### config.mk
export PLATFORM = sky130hd
export DESIGN_NAME = mc_controller
export DESIGN_NICKNAME = d
export VERILOG_FILES = /design/src/rtl/mc_controller.sv
export SDC_FILE = /design/constraint.sdc
export NUM_CORES = 1
export LEC_CHECK = 0
export BUFFER_PORTS_ARGS = -buffer_cell sky130_fd_sc_hd__buf_4
export CORE_MARGIN = 10
export CORE_UTILIZATION = 50
export CTS_BUF_LIST = sky130_fd_sc_hd__clkbuf_16
export DETAILED_ROUTE_END_ITERATION = 10
export MAX_ROUTING_LAYER = met4
export PLACE_DENSITY = 0.85
export SYNTH_ARGS = -nofsm -noshare
export SYNTH_HDL_FRONTEND = slang
export SYNTH_SLANG_ARGS = --single-unit
### constraint.sdc
create_clock -name clk -period 8.1 [get_ports clk]
set_input_delay 0.81 -clock clk [delete_from_list [all_inputs] [get_ports clk]]
set_output_delay 0.81 -clock clk [all_outputs]
set_load 0.02 [all_outputs]
### src/rtl/mc_controller.sv
// mc_controller: multi-cycle control FSM sequencing FETCH/DECODE/EXEC/MEM/WB for the datapath
//
// Ports:
//   clk         in   rising-edge system clock
//   reset       in   asynchronous active-low reset
//   instr       in   IR contents (stable from DECODE until the next FETCH)
//   branch      in   ALU equal flag (qualified by the datapath, not used here)
//   mem_ready   in   DM handshake, only looked at in MEM
//   IRWrite     out  load IR from IM
//   PCWrite     out  load PC from NPC (exactly once per instruction)
//   NPCOp       out  0=PC+4 1=branch 2=j/jal 3=jr
//   EXTOp       out  0=zero 1=sign extend
//   ALUControl  out  0=add 1=sub 2=or 3=lui
//   ALUDataSrc  out  0=RD2 1=imm
//   RegAddrSrc  out  0=rt 1=rd 2=$31
//   RegDataSrc  out  0=ALU 1=MemRD 2=PC+4
//   RegWrite    out  GRF write enable
//   MemWrite    out  DM write strobe
//   MemDataSrc  out  constant 0
//   MemDataType out  constant 0
//   mem_req     out  DM access request
//   illegal     out  one-cycle pulse on an undecoded instruction
//   retired     out  retired-instruction counter (wraps)
module mc_controller #(
    parameter int CNT_W = 32
) (
    input  logic             clk,
    input  logic             reset,
    input  logic [31:0]      instr,
    input  logic             branch,
    input  logic             mem_ready,
    output logic             IRWrite,
    output logic             PCWrite,
    output logic [2:0]       NPCOp,
    output logic             EXTOp,
    output logic [3:0]       ALUControl,
    output logic             ALUDataSrc,
    output logic [1:0]       RegAddrSrc,
    output logic [1:0]       RegDataSrc,
    output logic             RegWrite,
    output logic             MemWrite,
    output logic [2:0]       MemDataSrc,
    output logic [2:0]       MemDataType,
    output logic             mem_req,
    output logic             illegal,
    output logic [CNT_W-1:0] retired
);
    typedef enum logic [2:0] {
        S_RST, S_FETCH, S_DECODE, S_EXEC, S_EXEC_J, S_MEM, S_WB
    } state_t;

    state_t           r_state;
    logic [CNT_W-1:0] r_retired;

    logic [5:0] w_op;
    logic [5:0] w_funct;
    logic       w_rtype;
    logic       w_addu, w_subu, w_jr;
    logic       w_ori, w_lui, w_lw, w_sw, w_beq, w_j, w_jal;
    logic       w_ill;
    logic       w_jclass;
    logic [3:0] w_alu_ctl;
    logic       w_alu_src;
    logic       w_ext;
    logic       w_alu_on;
    logic       w_unused;

    assign w_op    = instr[31:26];
    assign w_funct = instr[5:0];
    assign w_rtype = w_op == 6'h00;
    assign w_addu  = w_rtype && w_funct == 6'h21;
    assign w_subu  = w_rtype && w_funct == 6'h23;
    assign w_jr    = w_rtype && w_funct == 6'h08;
    assign w_ori   = w_op == 6'h0d;
    assign w_lui   = w_op == 6'h0f;
    assign w_lw    = w_op == 6'h23;
    assign w_sw    = w_op == 6'h2b;
    assign w_beq   = w_op == 6'h04;
    assign w_j     = w_op == 6'h02;
    assign w_jal   = w_op == 6'h03;
    assign w_ill   = !(w_addu || w_subu || w_jr || w_ori || w_lui ||
                       w_lw || w_sw || w_beq || w_j || w_jal);

    // Ops that finish in EXEC_J: control transfers plus illegal, which just steps PC
    assign w_jclass = w_j || w_jal || w_jr || w_beq || w_ill;

    // ALU setup is a pure function of the op so it can be held unchanged
    // from DECODE through WB, keeping ALUResult stable for the write-back
    assign w_alu_ctl = (w_subu || w_beq) ? 4'd1 : w_ori ? 4'd2 : w_lui ? 4'd3 : 4'd0;
    assign w_alu_src = w_ori || w_lui || w_lw || w_sw;
    assign w_ext     = w_lw || w_sw || w_beq;
    assign w_alu_on  = r_state != S_RST && r_state != S_FETCH;

    // branch is consumed by the datapath's NPC; rs/rt/rd/imm fields are not needed here
    assign w_unused = ^{branch, instr[25:6]};

    assign retired = r_retired;

    always_ff @(posedge clk or negedge reset) begin
        if (!reset) begin
            r_state   <= S_RST;
            r_retired <= '0;
        end else begin
            r_retired <= r_retired + {{(CNT_W-1){1'b0}}, PCWrite};
            case (r_state)
                S_RST:    r_state <= S_FETCH;
                S_FETCH:  r_state <= S_DECODE;
                S_DECODE: r_state <= w_jclass ? S_EXEC_J : S_EXEC;
                S_EXEC:   r_state <= (w_lw || w_sw) ? S_MEM : S_WB;
                S_EXEC_J: r_state <= S_FETCH;
                S_MEM:    r_state <= !mem_ready ? S_MEM : w_lw ? S_WB : S_FETCH;
                S_WB:     r_state <= S_FETCH;
                default:  r_state <= S_RST;
            endcase
        end
    end

    // Outputs decode straight from the state register so reset clears them
    // asynchronously; only MEM looks at mem_ready, to strobe sw completion
    always_comb begin
        IRWrite     = r_state == S_FETCH;
        PCWrite     = 1'b0;
        NPCOp       = 3'd0;
        EXTOp       = w_alu_on ? w_ext : 1'b0;
        ALUControl  = w_alu_on ? w_alu_ctl : 4'd0;
        ALUDataSrc  = w_alu_on ? w_alu_src : 1'b0;
        RegAddrSrc  = 2'd0;
        RegDataSrc  = 2'd0;
        RegWrite    = 1'b0;
        MemWrite    = 1'b0;
        MemDataSrc  = 3'd0;
        MemDataType = 3'd0;
        mem_req     = 1'b0;
        illegal     = 1'b0;
        case (r_state)
            S_EXEC_J: begin
                PCWrite    = 1'b1;
                NPCOp      = w_beq ? 3'd1 : (w_j || w_jal) ? 3'd2 : w_jr ? 3'd3 : 3'd0;
                RegWrite   = w_jal;
                RegAddrSrc = w_jal ? 2'd2 : 2'd0;
                RegDataSrc = w_jal ? 2'd2 : 2'd0;
                illegal    = w_ill;
            end
            S_MEM: begin
                mem_req  = 1'b1;
                MemWrite = w_sw && mem_ready;
                PCWrite  = w_sw && mem_ready;
            end
            S_WB: begin
                PCWrite    = 1'b1;
                RegWrite   = 1'b1;
                RegAddrSrc = w_rtype ? 2'd1 : 2'd0;
                RegDataSrc = w_lw ? 2'd1 : 2'd0;
            end
            default: ;
        endcase
    end
endmodule
# Yosys cells after proc, flatten, opt, wreduce, memory -nomap -nowiden
# Cells that the tools add are included.
[totals]
ff_bits = 35
word_cells = 75
[op_classes]
addsub = 1
n_eq_ne = 17
mux = 25
n_reduce_logical = 30
[op_table]
columns = ["operator", "count"]
rows = [
  ["adder 32 x 1 -> 32 bit", 1],
  ["equality test 6 bit (second input constant)", 4],
  ["two-way mux 2 bit", 10],
  ["logical OR 1 bit", 19],
  ["equality test 6 x 4 -> 1 bit (second input constant)", 3],
  ["case mux 3 bit (5 select lines)", 1],
  ["equality test 6 x 2 -> 1 bit (second input constant)", 2],
  ["equality test 3 bit (second input constant)", 3],
  ["two-way mux 3 bit", 3],
  ["case mux 2 bit (2 select lines)", 2],
  ["two-way mux 1 bit", 7],
  ["equality test 3 x 2 -> 1 bit (second input constant)", 2],
  ["equality test 6 x 3 -> 1 bit (second input constant)", 1],
  ["logical NOT 6 bit", 1],
  ["logical AND 1 bit", 5],
  ["case mux 1 bit (2 select lines)", 2],
  ["equality test 3 x 1 -> 1 bit (second input constant)", 1],
  ["logical NOT 3 bit", 1],
  ["!= test 3 x 1 -> 1 bit (second input constant)", 1],
  ["nonzero test 3 bit", 1],
  ["OR reduction 3 bit", 1],
  ["OR reduction 2 bit", 1],
  ["logical NOT 1 bit", 1],
]

# Depth between registers and ports, before layout
# Gate-level depths: netlist (run 1).
[logic_depth]
depth_word = 15
ltp_mapped = 11
ltp_nobuf = 10

# Worst setup path after synthesis (run 1)
# Ideal clock, no wire load.
[synth_path]
path_kind = "input port to flip-flop"
start = "in instr[28]"
end = "reg r_retired[26], in the netlist retired[26]"
arrival_time_ps = 3722
required_time_ps = 8020
path_slack_ps = 4298
cell_stages = 11
path_cell_list = "nor4bb_1 -> nand2_1 -> nor3_1 -> a21o_1 -> ha_1 -> ha_1 -> inv_1 -> or4_4 -> buf_6 -> nor4_2 -> xor2_1"
[synth_between]
elab_chain_len = 4
[synth_rtl]
columns = ["item", "line", "source"]
rows = [
  ["start: declaration", "29", "input logic [31:0] instr,"],
  ["equality test 6 bit", "77", "assign w_sw = w_op == 6'h2b;"],
  ["logical AND 1 bit", "147", "PCWrite = w_sw && mem_ready;"],
  ["case mux 1 bit (2 select lines)", "135", "case (r_state)"],
  ["via PCWrite", "33", "output logic PCWrite,"],
  ["adder 32 x 1 -> 32 bit", "104", "r_retired <= r_retired + {{(CNT_W-1){1'b0}}, PCWrite};"],
  ["end signal: assignment", "104", ""],
  ["end: declaration", "53", "logic [CNT_W-1:0] r_retired;"],
]
# The timed path passes the listed nets, and every way through them passes these cells.

# Worst setup path after layout (run 1)
[layout_path]
start = "in instr[28]"
end = "reg r_retired[14], in the netlist retired[14]"
[layout_between]
elab_chain_len = 4
[layout_rtl]
columns = ["item", "line"]
rows = [
  ["equality test 6 bit", "77"],
  ["logical AND 1 bit", "147"],
  ["case mux 1 bit (2 select lines)", "135"],
  ["adder 32 x 1 -> 32 bit", "104"],
]
# Every way passes these cells.

==> results of run 1 <==
power groups by stage:
stage / clock network [mW] / registers [mW] / logic [mW]
after floorplan: 0 / 0.236 / 0.0808
after global placement: 0 / 0.229 / 0.145
after detailed placement: 0 / 0.231 / 0.148
after CTS: 0.218 / 0.228 / 0.150
after global routing: 0.227 / 0.234 / 0.164
final: 0.214 / 0.229 / 0.148
routing by layer:
metal	up-vias	track usage [%]	wire (um)
met2	60	23.7	2440
met1	814	17.5	2330
li1	835	-	-
met3	2	3.91	260
met5	-	-	0
met4	0	3.50	22
layout by cell type, fill, tap and decap left out, types with 2 or more instances in the layout:
master     netlist  routed
nor4b_2          3       3
nand2_1         20      20
nor3_1          10      10
nand3b_1         3       3
a21oi_1          2       2
xnor2_1         15      15
buf_4           10      62
inv_1            8       8
a211o_1          2       2
nor3_2           3       3
clkbuf_16        0       5
and3_1           4       4
a21o_1           3       3
and4_1           3       3
nand4_1          7       7
dfrtp_1         35      35
nor4_2           3       3
conb_1           1       9
xor2_1          15      15
nor2_1          12      12
nor4_1           3       3
ha_1             2       2
nand3_1         16      16
worst min path at each step:
stage           startpoint           to  slack (ps)  cells after the start
2_1_floorplan        reset   r_state[0]         510                      0
3_3_place_gp   retired[31]  retired[31]         460                      1
3_5_place_dp   retired[31]  retired[31]         460                      1
4_1_cts        retired[31]  retired[31]         470                      1
5_1_grt        retired[31]  retired[31]         500                      1
6_report       retired[31]  retired[31]         460                      1
logic make-up after synthesis:
family,count (synthesis),synth area share [%]
AO/OA/AOI/OAI,14,5.47
XOR/XNOR,30,12.9
other,1,0.184
adder cells (fa/ha/maj),2,1.23
buffers and inverters,21,6.08
AND/OR/NAND/NOR,99,31.1
flip-flops,35,43.0
state kept, by name, indices dropped and copies added, names as in the netlist:
name,flops
r_state,3
retired,32
per-stage QoR:
| step | hold slack [ps] | cells | power (mW) | util (%) | setup WS (ps) |
|---|---|---|---|---|---|
| 2_1_floorplan | 514 | 210 | 0.317 | - | 4300 |
| 3_3_place_gp | 458 | 309 | 0.374 | 62.9 | 4350 |
| 3_5_place_dp | 459 | 309 | 0.379 | 62.9 | 4220 |
| 4_1_cts | 470 | 317 | 0.596 | 67.2 | 4470 |
| 5_1_grt | 496 | 317 | 0.625 | 67.2 | 4200 |
| 6_report | 464 | 317 | 0.591 | 67.2 | 4480 |
cell type report:
cell class,instances,area [um^2],share of cell area [%]
Clock buffer,5,125,4.69
Clock inverter,3,43.8,1.64
Tap cell,50,62.6,2.34
Sequential cell,35,876,32.8
Timing Repair Buffer,62,465,17.4
Multi-Input combinational cell,154,1070,39.9
Inverter,8,30.0,1.13
cells in the mapped netlist (all sizes together):
cell and instances:
o22a 1, or4 1, nor4 7, inv 8
nand3b 3, ha 2, o211ai 1, o2111a 1
or4b 1, and3 4, o41a 1, nand4b 1
a211o 2, o31ai 1, nor2 12, nand3 17
nor4bb 1, o21ai 1, and4 3, or3 1
nor3b 1, a21oi 2, and2 1, clkbuf 2
conb 1, xnor2 15, nor3 13, buf 11
nand4 9, dfrtp 35, nand2 20, xor2 15
o211a 1, a21o 3, nor4b 4
==> impl_metrics.csv, run 1 <==
group,metric,value,unit
power_and_ir_drop,intPower,0.402,mW
global_routing,grt_pass1_wl,8620,um
die,die_x,83.8,um
detailed_routing,drcViolationCount,0,
clock_network,clock_sinks,35,
sta,skew,5.39,ps
power_and_ir_drop,pwr-share-clk,36.2,%
clock_network,clock_path_buffers,2,
critical_path,critical_path.endpoint_type,"register",
critical_path,start_kind,"input port",
detailed_routing,routed_via_density,5.40,
sta,setup_viol,0,
detailed_routing,wl,5050,um
sta,maxSlewViolCount,0,
power_and_ir_drop,power.density,221,nW/um^2
power_and_ir_drop,leakagePower,1.34,nW
die,core_area,3970,um^2
job,cap_viol_max_count,0,
place,portBuffers,62,
power_and_ir_drop,swShare,32.0,%
critical_path,startpoint,"instr[28]",
synth,yosysTopAreaCellShare,43.0,%
clock_network,cts_inserted_buffers,5,
sta,layout_min_cycle_time,3620,ps
global_routing,antenna_found_initial,0,
cells_and_area,nets,304,
global_routing,grt_pass1_vias,1820,
cells_and_area,area_growth,31.1,%
sta,fmax,276,MHz
detailed_routing,first_iter_violations,102,
synth,ys_warn_count,0,
power_and_ir_drop,comb_power_share,25.1,%
power_and_ir_drop,peakVddDrop,198,uV
critical_path,crit_path_cell_trace,"buf_4 -> nor4bb_1 -> nand2_1 -> nor3_1 -> a21o_1 -> ha_1 -> ha_1 -> inv_1 -> nor4_1 -> and3_1 -> xor2_1",
critical_path,critPathMaxStageDelay,640,ps
clock_network,root_buffer,"clkbuf_16",
clock_network,cts.repair.resized,0,
detailed_routing,drtPass1Iterations,4,
status,status,"finished, final reports clean",
synth,syn_area_per_cell,10.1,um^2
critical_path,cp-endpoint,"retired[14]",
clock_network,tritoncts,"built",
place,hpwl,3850,um
critical_path,crit_family,"simple AND/OR/NAND/NOR gates",
critical_path,cp.required,8290,ps
die,initial_core_util,51.3,%
synth,synth_seq_area_share,43.0,%
die,dieArea,7020,um^2
synth,synth.distinct_cells,43,
sta,worstMarginPinSlew,694,ps
die,num_rows,23,
clock_network,cts_hold_buf,0,
critical_path,path_buf_inv,2,
clock_network,clk_pin_slew,60,ps
clock_network,cts_max_level,2,
critical_path,worst_ep_arrival_time,3810,ps
sta,slew_headroom,53.3,%
global_routing,grtUsageTotal,14.6,%
detailed_routing,ant_nets,0,
critical_path,r2r_setup_slack,4950,ps
critical_path,crit_type,"in2reg",
synth,synth_seq_cells,35,
critical_path,ff2ff_path_depth,10,
critical_path,reg2reg_from,"r_state[0]",
sta,finalHoldViolations,0,
critical_path,critPathMaxFanout,8,
detailed_routing,drt-wirelength-per-cell,15.9,um
clock_network,clk_latency,270,ps
power_and_ir_drop,p_sw,0.189,mW
synth,yosys.area.top_type,"dfrtp_1",
synth,syn_area,2040,um^2
die,fp.dieH,83.8,um
synth,synth_cells,202,
sta,period_share,44.7,%
cells_and_area,fillers,332,
cells_and_area,drive_gt1_share,31.5,%
cells_and_area,final_cell_area,2670,um^2
detailed_routing,via_count,1711,
power_and_ir_drop,power_frac_seq,38.7,%
cells_and_area,antenna_cells,0,
critical_path,crit_top_cell,"ha_1",
critical_path,crit_slowest_cell,"nor4_1",
sta,rsz0062_at_grt,"false",
critical_path,r2r_end,"retired[14]",
global_routing,grt_overflow_total,0,
place,place_congestion,0.866,
critical_path,path_depth,11,
global_routing,grt_max_degree,36,
die,ios,93,
worst_hold_path,min-delay-path-class,"reg2reg",
place,post_dp_cell_area,2500,um^2
sta,fin_tns_setup,0,ps
synth,synthTopCellsByArea,"dfrtp_1 43%, xnor2_1 6.5%, xor2_1 6.5%",
clock_network,postCtsSetupBuffers,0,
Power figures use the tool's default switching activity.
==> inputs of run 2 (changes only) <==
- ABC_AREA: unset -> 1
- CORE_UTILIZATION: 50 -> 48
- PLACE_DENSITY: 0.85 -> 0.8
- clock period: 8.1 -> 3.57 ns (I/O delays scaled with it)
==> run 2 against run 1 <==
First-iteration DRC count is 34% higher. Sequential share of layout area decreased by 2.2 points. Sequential cell count unchanged. Wire length up 11%. Setup slack got worse by 3400 ps. Sequential power rose by 120%. Critical endpoint is now retired[20]. Die area is 8.9% higher. Clock skew decreased by 1.1 ps. Clock power grew to 2.6 times the previous value. Global-route usage rose by 0.95 points. Largest power group is now clock.
==> impl_metrics.csv, run 2 <==
group,metric,value,unit
place,post_dp_cell_area,2670,um^2
synth,synth_flop_cell,"dfrtp_1",
detailed_routing,drcViolationCount,0,
synth,syn_area_per_cell,7.59,um^2
cells_and_area,regArea,876,um^2
sta,setup_viol,0,
die,num_rows,24,
cells_and_area,final_cell_area,2860,um^2
sta,fin_ws,1110,ps
detailed_routing,drt-wirelength-per-cell,13.7,um
detailed_routing,via_count,2062,
place,portBuffers,62,
power_and_ir_drop,design_power_total,1.44,mW
cells_and_area,area_growth,30.9,%
sta,period_share,68.8,%
detailed_routing,wl,5610,um
sta,skew,4.33,ps
sta,layout_min_cycle_time,2460,ps
sta,finalHoldViolations,0,
sta,fin_tns_setup,0,ps
global_routing,antenna_found_initial,0,
die,core_area,4380,um^2
clock_network,root_buffer,"clkbuf_16",
die,initial_core_util,49.8,%
cells_and_area,antenna_cells,0,
synth,ys_warn_count,0,
synth,synth-edff-count,0,
die,ios,93,
clock_network,clock_sinks,35,
critical_path,start_kind,"register",
sta,fmax,407,MHz
critical_path,crit_slowest_cell,"dfrtp_1",
place,place_congestion,0.903,
cells_and_area,final_core_util,65.2,%
die,fp.dieH,87.5,um
global_routing,grt_max_degree,36,
critical_path,critical_path.endpoint_type,"register",
clock_network,cts_max_level,2,
global_routing,grtUsageTotal,15.5,%
critical_path,critPathMaxStageDelay,410,ps
critical_path,ff2ff_path_depth,14,
detailed_routing,routed_via_density,5.05,
global_routing,grt_pass1_wl,9370,um
sta,maxSlewViolCount,0,
cells_and_area,fillers,375,
clock_network,cts_hold_buf,0,
power_and_ir_drop,leakagePower,1.48,nW
place,pre_cts_slack,1130,ps
status,status,"finished, final reports clean",
worst_hold_path,min-delay-path-class,"in2async",
synth,synth_seq_area_share,40.1,%
global_routing,grt_pass1_vias,2058,
synth,async_reset_ff_share,100,%
global_routing,top_usage_layer,"met2",
critical_path,r2r_setup_slack,1110,ps
synth,synthTopCellsByArea,"dfrtp_1 40%, nand2_1 10%, nor2_1 8.6%",
clock_network,clk_pin_slew,50,ps
synth,synth_common_cells,"60 x nand2_1, 50 x nor2_1, 35 x dfrtp_1, 33 x inv_1, 20 x xor2_1",
job,cap_viol_max_count,0,
detailed_routing,drtPass1Iterations,4,
place,hpwl,4540,um
die,die_x,87.5,um
synth,synth.distinct_cells,26,
synth,synth.most_common_cell,"nand2_1",
critical_path,critPathMaxFanout,5,
cells_and_area,nets,393,
clock_network,postCtsSetupBuffers,0,
cells_and_area,multi_input_area,1130,um^2
synth,synth_cells,288,
cells_and_area,drive_gt1_share,23.6,%
clock_network,tritoncts,"built",
global_routing,use_met1,18.4,%
critical_path,r2r_end,"retired[20]",
cells_and_area,layoutNonFillerInstCount,408,
sta,hold_ws,16.1,ps
sta,rsz0062_at_grt,"false",
critical_path,reg2reg_from,"r_state[1]",
critical_path,cp.required,3770,ps
critical_path,crit_path_cell_trace,"inv_1 -> nand3_1 -> inv_1 -> nand2_1 -> o21ai_0 -> ha_1 -> ha_1 -> nand2_2 -> nor2_4 -> nand3_4 -> nor2_4 -> nand2_2 -> nor2_2 -> xor2_1",
cells_and_area,most-common-layout-cells,"62 x buf_4, 60 x nand2_1, 50 x nor2_1",
detailed_routing,first_iter_violations,137,
cells_and_area,final_common_cell,"buf_4",
detailed_routing,ant_nets,0,
synth,yosysTopAreaCellShare,40.1,%
synth,yosys.area.top_type,"dfrtp_1",
clock_network,clock_path_buffers,2,
power_and_ir_drop,power.density,503,nW/um^2
synth,synth_seq_cells,35,
die,dieArea,7650,um^2
synth,syn_area,2180,um^2
global_routing,grt_overflow_total,0,
clock_network,cts_inserted_buffers,5,
critical_path,crit_type,"reg2reg",
cells_and_area,largest_reg_flops,32,
clock_network,clk_latency,280,ps
global_routing,met2_usage,24.5,%
global_routing,gr-usage-met3,3.93,%
place,dp_cells,400,
clock_network,cts.repair.resized,0,
power_and_ir_drop,peakVddDrop,278,uV
critical_path,worst_ep_arrival_time,2660,ps
==> run 2: cell types whose count changed after synthesis, sizes merged, moves of 3 or more <==
| cell | delta |
|---|---|
| nand2 | +43 |
| and4 | -3 |
| nor2 | +43 |
| nor4 | -7 |
| a21o | -3 |
| nor4b | -3 |
| xnor2 | -8 |
| nand3 | +5 |
| xor2 | +5 |
| a21oi | +3 |
| inv | +28 |
| and3 | -4 |
==> run 2: worst max-delay path, delay by kind of cell, from the launching register on <==
kind                       cells  cell delay (ps)
AOI/OAI and AO/OA              1              270
xor gates and xnor gates       1              150
adders and majority gates      2              440
buffers and inverters          2              210
DFF                            1              410
and+or+nand+nor                8              900
==> run 2: layout make-up <==
type / instances / area share (%)
clock buffers: 5 / 4.38
clock inverters: 3 / 2.23
inverters: 36 / 4.73
multi-input cells: 215 / 39.5
flip-flops and latches: 35 / 30.6
well taps: 52 / 2.28
repair buffers: 62 / 16.3
==> run 2: logic make-up after synthesis <==
kind of cell,Yosys count,synth area share (%)
DFF,35,40.1
buffers and inverters,46,9.62
other,1,0.172
and+or+nand+nor,168,36.0
adders and majority gates,2,1.15
xor gates and xnor gates,27,10.8
AOI/OAI and AO/OA,9,2.18
==> run 2: power breakdown <==
part	switching (mW)	leakage, nW	internal, mW	total (mW)
clock	0.157	0.0952	0.397	0.554
combinational	0.232	0.935	0.141	0.373
sequential	0.0628	0.452	0.447	0.510
==> run 2: per-layer routing <==
metal,wire [um],part of all wire (%),up-vias
met3,275,4.9,9
li1,-,-,1028
met2,2780,50,59
met5,0,0,-
met4,110,2.0,0
met1,2440,43,966
==> run 2: how the worst max path moves through the flow <==
stage	cells past startpoint	to	from
floorplan	13	retired[24]	r_state[1]
global placement	14	retired[20]	r_state[1]
detailed placement	14	retired[20]	r_state[1]
CTS	14	retired[20]	r_state[1]
global route	14	retired[20]	r_state[1]
finish	14	retired[20]	r_state[1]
==> inputs of run 3 (changes only) <==
- clock period: 3.57 -> 2.4 ns (I/O delays scaled with it)
==> run 3 against run 2 <==
Sequential power up 52%. Clock power up 9.7%. Clock skew rose by 5.0 ps. Critical path type unchanged. Highest routed layer unchanged.
==> impl_metrics.csv, run 3 (synthesis results as in run 2) <==
group,metric,value,unit
place,post_dp_cell_area,2680,um^2
critical_path,critical_path.endpoint_type,"register",
cells_and_area,final_common_cell,"buf_4",
cells_and_area,largest_reg_flops,32,
detailed_routing,routed_via_density,4.93,
detailed_routing,first_iter_violations,68,
power_and_ir_drop,leakagePower,1.49,nW
detailed_routing,drtPass1Iterations,4,
clock_network,clock_path_buffers,2,
detailed_routing,via_count,2045,
place,place_congestion,0.946,
place,hpwl,4720,um
clock_network,tritoncts,"built",
worst_hold_path,min-delay-path-class,"in2reg",
cells_and_area,antenna_cells,0,
critical_path,reg2reg_from,"r_state[1]",
sta,maxSlewViolCount,0,
die,core_area,4380,um^2
die,num_rows,24,
worst_hold_path,hold_start,"mem_ready",
critical_path,critPathMaxFanout,4,
global_routing,grt_overflow_total,0,
sta,setup_viol,0,
clock_network,root_buffer,"clkbuf_16",
cells_and_area,layoutNonFillerInstCount,415,
detailed_routing,drt-wirelength-per-cell,14.2,um
critical_path,r2r_setup_slack,180,ps
global_routing,grt_pass1_vias,2066,
sta,slew_headroom,66.5,%
cells_and_area,fillers,391,
die,ios,93,
global_routing,grt_max_degree,36,
global_routing,grt_pass1_wl,9710,um
sta,fmax,450,MHz
critical_path,start_kind,"register",
clock_network,cts_inserted_buffers,5,
sta,finalHoldViolations,0,
global_routing,grtUsageTotal,16.1,%
place,dp_cells,401,
sta,skew,9.29,ps
sta,worstMarginPinSlew,495,ps
job,cap_viol_max_count,0,
detailed_routing,ant_nets,0,
power_and_ir_drop,power.density,694,nW/um^2
sta,layout_min_cycle_time,2220,ps
sta,period_share,92.6,%
clock_network,clk_pin_slew,50,ps
cells_and_area,most-common-layout-cells,"68 x buf_4, 59 x nand2_1, 50 x nor2_1",
sta,fin_ws,178,ps
cells_and_area,final_core_util,66.2,%
critical_path,startpoint,"r_state[1]",
die,die_x,87.5,um
cells_and_area,final_cell_area,2900,um^2
die,initial_core_util,49.8,%
place,pre_cts_slack,53.3,ps
critical_path,cp.required,2570,ps
cells_and_area,drive_gt1_share,27.0,%
cells_and_area,area_growth,32.8,%
worst_hold_path,hold_depth,4,
global_routing,antenna_found_initial,0,
cells_and_area,nets,400,
die,dieArea,7650,um^2
detailed_routing,drcViolationCount,0,
critical_path,r2r_end,"retired[25]",
clock_network,clk_latency,280,ps
critical_path,crit_type,"reg2reg",
detailed_routing,wl,5880,um
critical_path,ff2ff_path_depth,14,
status,status,"finished, final reports clean",
sta,fin_tns_setup,0,ps
worst_hold_path,holdPathEnd,"r_state[2]",
die,fp.dieH,87.5,um
place,portBuffers,62,
clock_network,clock_sinks,35,
power_and_ir_drop,peakVddDrop,377,uV
clock_network,cts_max_level,2,
critical_path,worst_ep_arrival_time,2390,ps
[run 3: per-layer routing]
metal	track usage, %	wire length (um)
met1	19.1	2530
met2	25.6	2850
met3	3.93	376
met4	6.52	120
met5	-	0
[run 3: per-stage QoR]
step	hold WS [ps]	power (mW)
2_1_floorplan	-55.6	1.10
3_3_place_gp	209	1.32
3_5_place_dp	228	1.34
4_1_cts	283	1.96
5_1_grt	299	2.12
6_report	292	2.01
[run 3: area by class of cell]
type                            count  area (um^2)  area share, %
Clock buffer                        5          125           4.31
Clock inverter                      3         12.5          0.431
Inverter                           36          135           4.66
Multi-Input combinational cell    215         1160           40.2
Sequential cell                    35          877           30.2
Tap cell                           52         65.1           2.24
Timing Repair Buffer               69          520           17.9
[run 3: power breakdown]
part | internal (mW) | total [mW] | leakage [nW] | switching, mW
registers | 0.667 | 0.775 | 0.450 | 0.108
clock network | 0.374 | 0.608 | 0.0762 | 0.234
logic | 0.257 | 0.628 | 0.965 | 0.371
[run 3: how the worst max path moves through the flow]
stage	depth (start not counted)	slack, ps	endpoint
CTS	14	40	retired[20]
finish	14	180	retired[25]
global placement	14	150	retired[20]
detailed placement	14	50	retired[20]
floorplan	13	9	retired[24]
global route	14	-10	retired[20]
[run 3: timing repair]
item	in CTS	in global routing
hold buffers	1	0
hold endpoints to repair	35	0
setup endpoints to repair	0	12
buffers inserted	0	5
resized for setup	0	11
[run 3: worst max-delay path, cell delays in order (launching register included)]
cell and delay, ps:
dfrtp_1 410, buf_4 150, nand3_2 110, nand2_1 90, inv_1 60, o21ai_2 60, ha_2 220, buf_4 120
nand3_2 110, inv_2 90, nand3_2 140, nor2_4 160, nand3_1 160, o21ai_1 160, nand2_1 60
